### config.mk
export PLATFORM = sky130hd
export DESIGN_NAME = instruction_sequencer
export DESIGN_NICKNAME = d
export VERILOG_FILES = /design/src/rtl/nic8_isa_pkg.sv /design/src/rtl/jump_condition.sv /design/src/rtl/instruction_sequencer.sv
export SDC_FILE = /design/constraint.sdc
export NUM_CORES = 1
export LEC_CHECK = 0
export ABC_AREA = 1
export CAP_MARGIN = 20
export CELL_PAD_IN_SITES_DETAIL_PLACEMENT = 1
export CELL_PAD_IN_SITES_GLOBAL_PLACEMENT = 2
export CORE_MARGIN = 10
export CORE_UTILIZATION = 19
export DETAILED_ROUTE_END_ITERATION = 6
export HOLD_SLACK_MARGIN = 0.03
export PLACE_DENSITY_LB_ADDON = 0.1
export REMOVE_ABC_BUFFERS = 1
export SYNTH_ARGS = -nofsm -noshare
export SYNTH_HDL_FRONTEND = slang
export SYNTH_SLANG_ARGS = --single-unit
### constraint.sdc
create_clock -name clk -period 1.2 [get_ports clk]
set_clock_uncertainty 0.05 [all_clocks]
set_input_delay 0.12 -clock clk [delete_from_list [all_inputs] [get_ports clk]]
set_output_delay 0.12 -clock clk [all_outputs]
set_load 0.01 [all_outputs]
### src/rtl/nic8_isa_pkg.sv
// NIC8 ISA definitions shared by the instruction sequencer and its helpers:
// sequencer state encoding, opcode field positions and jump condition codes.
package nic8_isa_pkg;

  typedef enum logic [1:0] {
    ST_FETCH   = 2'd0,
    ST_DECODE  = 2'd1,
    ST_OPERAND = 2'd2,
    ST_HALT    = 2'd3
  } seq_state_e;

  typedef enum logic [1:0] {
    COND_ALWAYS = 2'b00,
    COND_ZERO   = 2'b01,
    COND_CARRY  = 2'b10,
    COND_NEVER  = 2'b11
  } jump_cond_e;

  localparam int unsigned OP_JUMP_BIT = 7;
  localparam int unsigned OP_IMM_BIT  = 6;
  localparam int unsigned OP_COND_HI  = 6;
  localparam int unsigned OP_COND_LO  = 5;

  localparam logic [7:0] HALT_OP_DEFAULT = 8'hFF;

  function automatic logic is_jump(input logic [7:0] op);
    return op[OP_JUMP_BIT];
  endfunction

  // Jumps carry their target in the following byte, so they are two-byte too.
  function automatic logic is_two_byte(input logic [7:0] op);
    return op[OP_JUMP_BIT] | op[OP_IMM_BIT];
  endfunction

endpackage

### src/rtl/jump_condition.sv
// Evaluates a jump condition code against the current ALU flags.
module jump_condition
  import nic8_isa_pkg::*;
(
  input  logic [1:0] cond,
  input  logic       zero_flag,
  input  logic       carry_flag,
  output logic       taken
);

  always_comb begin
    taken = 1'b0;
    case (jump_cond_e'(cond))
      COND_ALWAYS: taken = 1'b1;
      COND_ZERO:   taken = zero_flag;
      COND_CARRY:  taken = carry_flag;
      COND_NEVER:  taken = 1'b0;
      default:     taken = 1'b0;
    endcase
  end

endmodule

### src/rtl/instruction_sequencer.sv
// NIC8 instruction sequencer: registered state and IR, combinational strobe
// decode into the program counter, ROM and datapath.
module instruction_sequencer
  import nic8_isa_pkg::*;
#(
  parameter logic [7:0] HALT_OP = HALT_OP_DEFAULT
) (
  input  logic       clk,
  input  logic       reset,
  input  logic       run,
  input  logic       step,
  input  logic [7:0] rom_data,
  input  logic       zero_flag,
  input  logic       carry_flag,
  output logic       pc_inc,
  output logic       pc_jump,
  output logic       rom_oe,
  output logic       ir_load,
  output logic       exec,
  output logic [7:0] ir,
  output logic [1:0] state,
  output logic       halted
);

  seq_state_e state_q, state_d;
  logic [7:0] ir_q, ir_d;
  logic       jump_taken;

  jump_condition u_jump_condition (
    .cond       (ir_q[OP_COND_HI:OP_COND_LO]),
    .zero_flag  (zero_flag),
    .carry_flag (carry_flag),
    .taken      (jump_taken)
  );

  always_comb begin
    state_d = state_q;
    ir_d    = ir_q;
    pc_inc  = 1'b0;
    pc_jump = 1'b0;
    rom_oe  = 1'b0;
    ir_load = 1'b0;
    exec    = 1'b0;

    case (state_q)
      ST_FETCH: begin
        if (run | step) begin
          ir_load = 1'b1;
          pc_inc  = 1'b1;
          ir_d    = rom_data;
          state_d = ST_DECODE;
        end
      end
      ST_DECODE: begin
        if (ir_q == HALT_OP) begin
          state_d = ST_HALT;
        end else if (is_two_byte(ir_q)) begin
          state_d = ST_OPERAND;
        end else begin
          exec    = 1'b1;
          state_d = ST_FETCH;
        end
      end
      ST_OPERAND: begin
        rom_oe = 1'b1;
        if (is_jump(ir_q)) begin
          pc_jump = jump_taken;
          pc_inc  = ~jump_taken;
        end else begin
          pc_inc = 1'b1;
          exec   = 1'b1;
        end
        state_d = ST_FETCH;
      end
      ST_HALT: ;
      default: state_d = ST_FETCH;
    endcase

    // Reset wins over every state and also masks the strobes of that cycle.
    if (reset) begin
      state_d = ST_FETCH;
      ir_d    = '0;
      pc_inc  = 1'b0;
      pc_jump = 1'b0;
      rom_oe  = 1'b0;
      ir_load = 1'b0;
      exec    = 1'b0;
    end
  end

  always_ff @(posedge clk) begin
    state_q <= state_d;
    ir_q    <= ir_d;
  end

  assign ir     = ir_q;
  assign state  = state_q;
  assign halted = (state_q == ST_HALT);

endmodule

==> flow_metrics.py <==
metrics = {
    "cells_and_area": {
        "fillerInstances": 378,
        "drive_gt1_frac": 0.552,
        "layout_common_cells": "nor2_1 (14), clkdlybuf4s50_1 (13), buf_4 (12)",
        "area_delta_synth_final_pct": 110,
        "diodes": 0,
        "final_common_cell": "nor2_1",
        "post-route-util": 0.409,
        "fin_nets": 154,
    },
    "power_and_ir_drop": {
        "p_leak_uw": 0.000554,
        "p_int_uw": 1080,
        "power_uw": 1730,
        "clkPwrFrac": 0.179,
        "pwr-share-seq": 0.266,
        "peakVddDrop_uv": 568,
        "combPwrFrac": 0.555,
        "power.switching_uw": 652,
        "power_density_nw_per_um2": 1410,
        "switching_share": 0.377,
    },
    "critical_path": {
        "required_ns": 1.03,
        "crit_path_end_kind": "output pin",
        "worstSetupStartpointType": "flop",
        "r2r-start": "state[1]",
        "rrSetupSlack_ns": 0.02,
        "r2r_end": "state[0]",
        "crit_path_max_fanout": 3,
        "arrival_ns": 1.25,
        "reg2reg_depth": 8,
        "crit_type": "reg -> out",
    },
    "global_route": {
        "grt_pass1_wl_mm": 3.71,
        "grt_antenna_before_repair": 0,
        "grt_max_degree": 11,
        "grt_pass1_vias": 804,
        "grt_use_total": 0.0848,
        "gr-total-overflow": 0,
    },
    "synth": {
        "synth.distinct_cells": 14,
        "synth.yosys.seq_area_share": 0.342,
        "synth_edf_count": 0,
        "synthFlopType": "dfxtp_1",
        "ys_warn_count": 0,
        "ys_ff_latch": 10,
        "synth_area_per_cell_sq_um": 6.97,
        "ys_async_sr_fraction": 0,
        "syn_area_sq_um": 586,
        "netlist_instances": 84,
    },
    "clock_network": {
        "cts-root-buf": "clkbuf_4",
        "tritoncts": "built",
        "htreeDepth": 1,
        "clock_latency_ns": 0.26,
        "cts_hold_buf": 0,
        "clock_path_buffers": 2,
        "cts_made_buffers": 3,
        "clkSinkCount": 10,
        "clkTransAtPathRegs_ns": 0.07,
    },
    "job": {
        "maxCapViolations": 0,
    },
    "timing": {
        "slew_violations": 0,
        "fmax_mhz": 706,
        "maxSlewHeadroom": 0.871,
        "setup_violations": 5,
        "tightest_slew_ns": 0.193,
        "hold_violations": 0,
        "finalWorstSetupSlack_ns": -0.217,
        "rsz0062_at_grt": "true",
        "period_minus_slack_ns": 1.42,
        "fin_crit_sh": 1.18,
    },
    "detailed_routing": {
        "drcViolationCount": 0,
        "ant_nets": 0,
        "postRouteWirelength_mm": 2.17,
        "drtIter0Drc": 21,
        "wire_per_inst_microns": 13.0,
        "vias": 699,
        "drt-pass1-iter-count": 4,
        "vias_per_cell": 4.19,
    },
    "min_path": {
        "hold_start": "rom_data[2]",
        "holdPathStages": 3,
        "hold_class": "in -> reg",
        "min_to": "ir[2]",
    },
    "floorplanning": {
        "rows": 20,
        "dieArea_sq_um": 5700,
        "start_util": 0.195,
        "io_pins": 30,
        "core_sq_um": 3000,
        "die_w_microns": 75.5,
        "die_h_microns": 75.5,
    },
    "run_status": {
        "status": "complete, but fails checks",
        "violations": "setup timing",
    },
    "place": {
        "hpwl_mm": 1.69,
        "io_buffer_count": 29,
        "gp_congestion": 0.669,
    },
}
[sequential cells by signal (all words and copies together), names as in the netlist]
name / count
state: 2
ir: 8
[how the worst max path moves through the flow]
stage              end  slack [ns]  cells past startpoint        from
6_report          exec       -0.22                      6    state[1]
2_1_floorplan   pc_inc       -0.29                      6    state[0]
5_1_grt           exec       -0.32                      5    state[1]
3_5_place_dp   pc_jump       -0.48                      6  carry_flag
3_3_place_gp   pc_jump       -0.44                      6  carry_flag
4_1_cts           exec       -0.23                      6    state[1]
[per-layer routing]
layer,routed length (microns),GRT usage
met3,226,0.0404
met2,910,0.131
met4,12,0.0309
met5,0,0
met1,1030,0.0995
[critical path, stage by stage, from the launching register on]
cell and delay, ns:
dfxtp_2 0.36, inv_2 0.06, buf_6 0.12, ha_4 0.16, a21oi_2 0.11, nor2_1 0.05
buf_2 0.13
[synthesized netlist by cell type, types with 2 or more instances]
| master | n | area share |
|---|---|---|
| nor2_1 | 23 | 0.15 |
| nand2_1 | 16 | 0.10 |
| dfxtp_1 | 10 | 0.34 |
| inv_1 | 10 | 0.064 |
| ha_1 | 5 | 0.11 |
| o21ai_2 | 5 | 0.075 |
| o21ai_1 | 4 | 0.034 |
| a21oi_1 | 2 | 0.017 |
| a21oi_2 | 2 | 0.030 |
| buf_6 | 2 | 0.038 |
| nand3_1 | 2 | 0.017 |
[cell families (layout without fill, tap and decap cells)]
group,count (synthesis),after routing,synth area share
flops,10,10,0.342
buf+inv,13,63,0.109
compound gates,13,13,0.156
fa+ha+maj,5,5,0.107
simple gates,43,43,0.286
[power by group through the flow]
stage | clock network [uW] | registers [uW] | logic [uW]
floorplan | 0 | 490 | 276
global placement | 0 | 448 | 764
detailed placement | 0 | 452 | 764
CTS | 319 | 453 | 837
global route | 343 | 470 | 1060
finish | 310 | 459 | 959
[layout make-up]
cell class,instances,area (sq um),share of cell area
tap,33,41.3,0.0336
sequential,10,204,0.166
clock buffer,4,36.3,0.0295
timing repair buffer,48,435,0.354
multi-input combinational,61,463,0.377
inverter,11,48.8,0.0397
[what timing repair did]
item | 4_1_cts | 5_1_grt
gates resized for setup | 66 | 33
setup buffers | 4 | 3
setup endpoints to repair | 26 | 21
endpoints found under the hold margin | 0 | 0
pin swaps | 9 | 8
[through the flow]
| step | cells | area (sq um) | setup TNS [ns] | setup WS, ns | hold WS (ns) |
|---|---|---|---|---|---|
| 4_1_cts | 166 | 1140 | -0.944 | -0.229 | 0.399 |
| 3_5_place_dp | 160 | 1010 | -2.70 | -0.479 | 0.456 |
| 6_report | 167 | 1230 | -0.824 | -0.217 | 0.412 |
| 5_1_grt | 167 | 1230 | -1.34 | -0.321 | 0.415 |
| 3_3_place_gp | 160 | 1010 | -2.42 | -0.442 | 0.443 |
| 2_1_floorplan | 82 | 563 | -2.10 | -0.292 | 0.206 |
(Power assumes the default switching activity.)
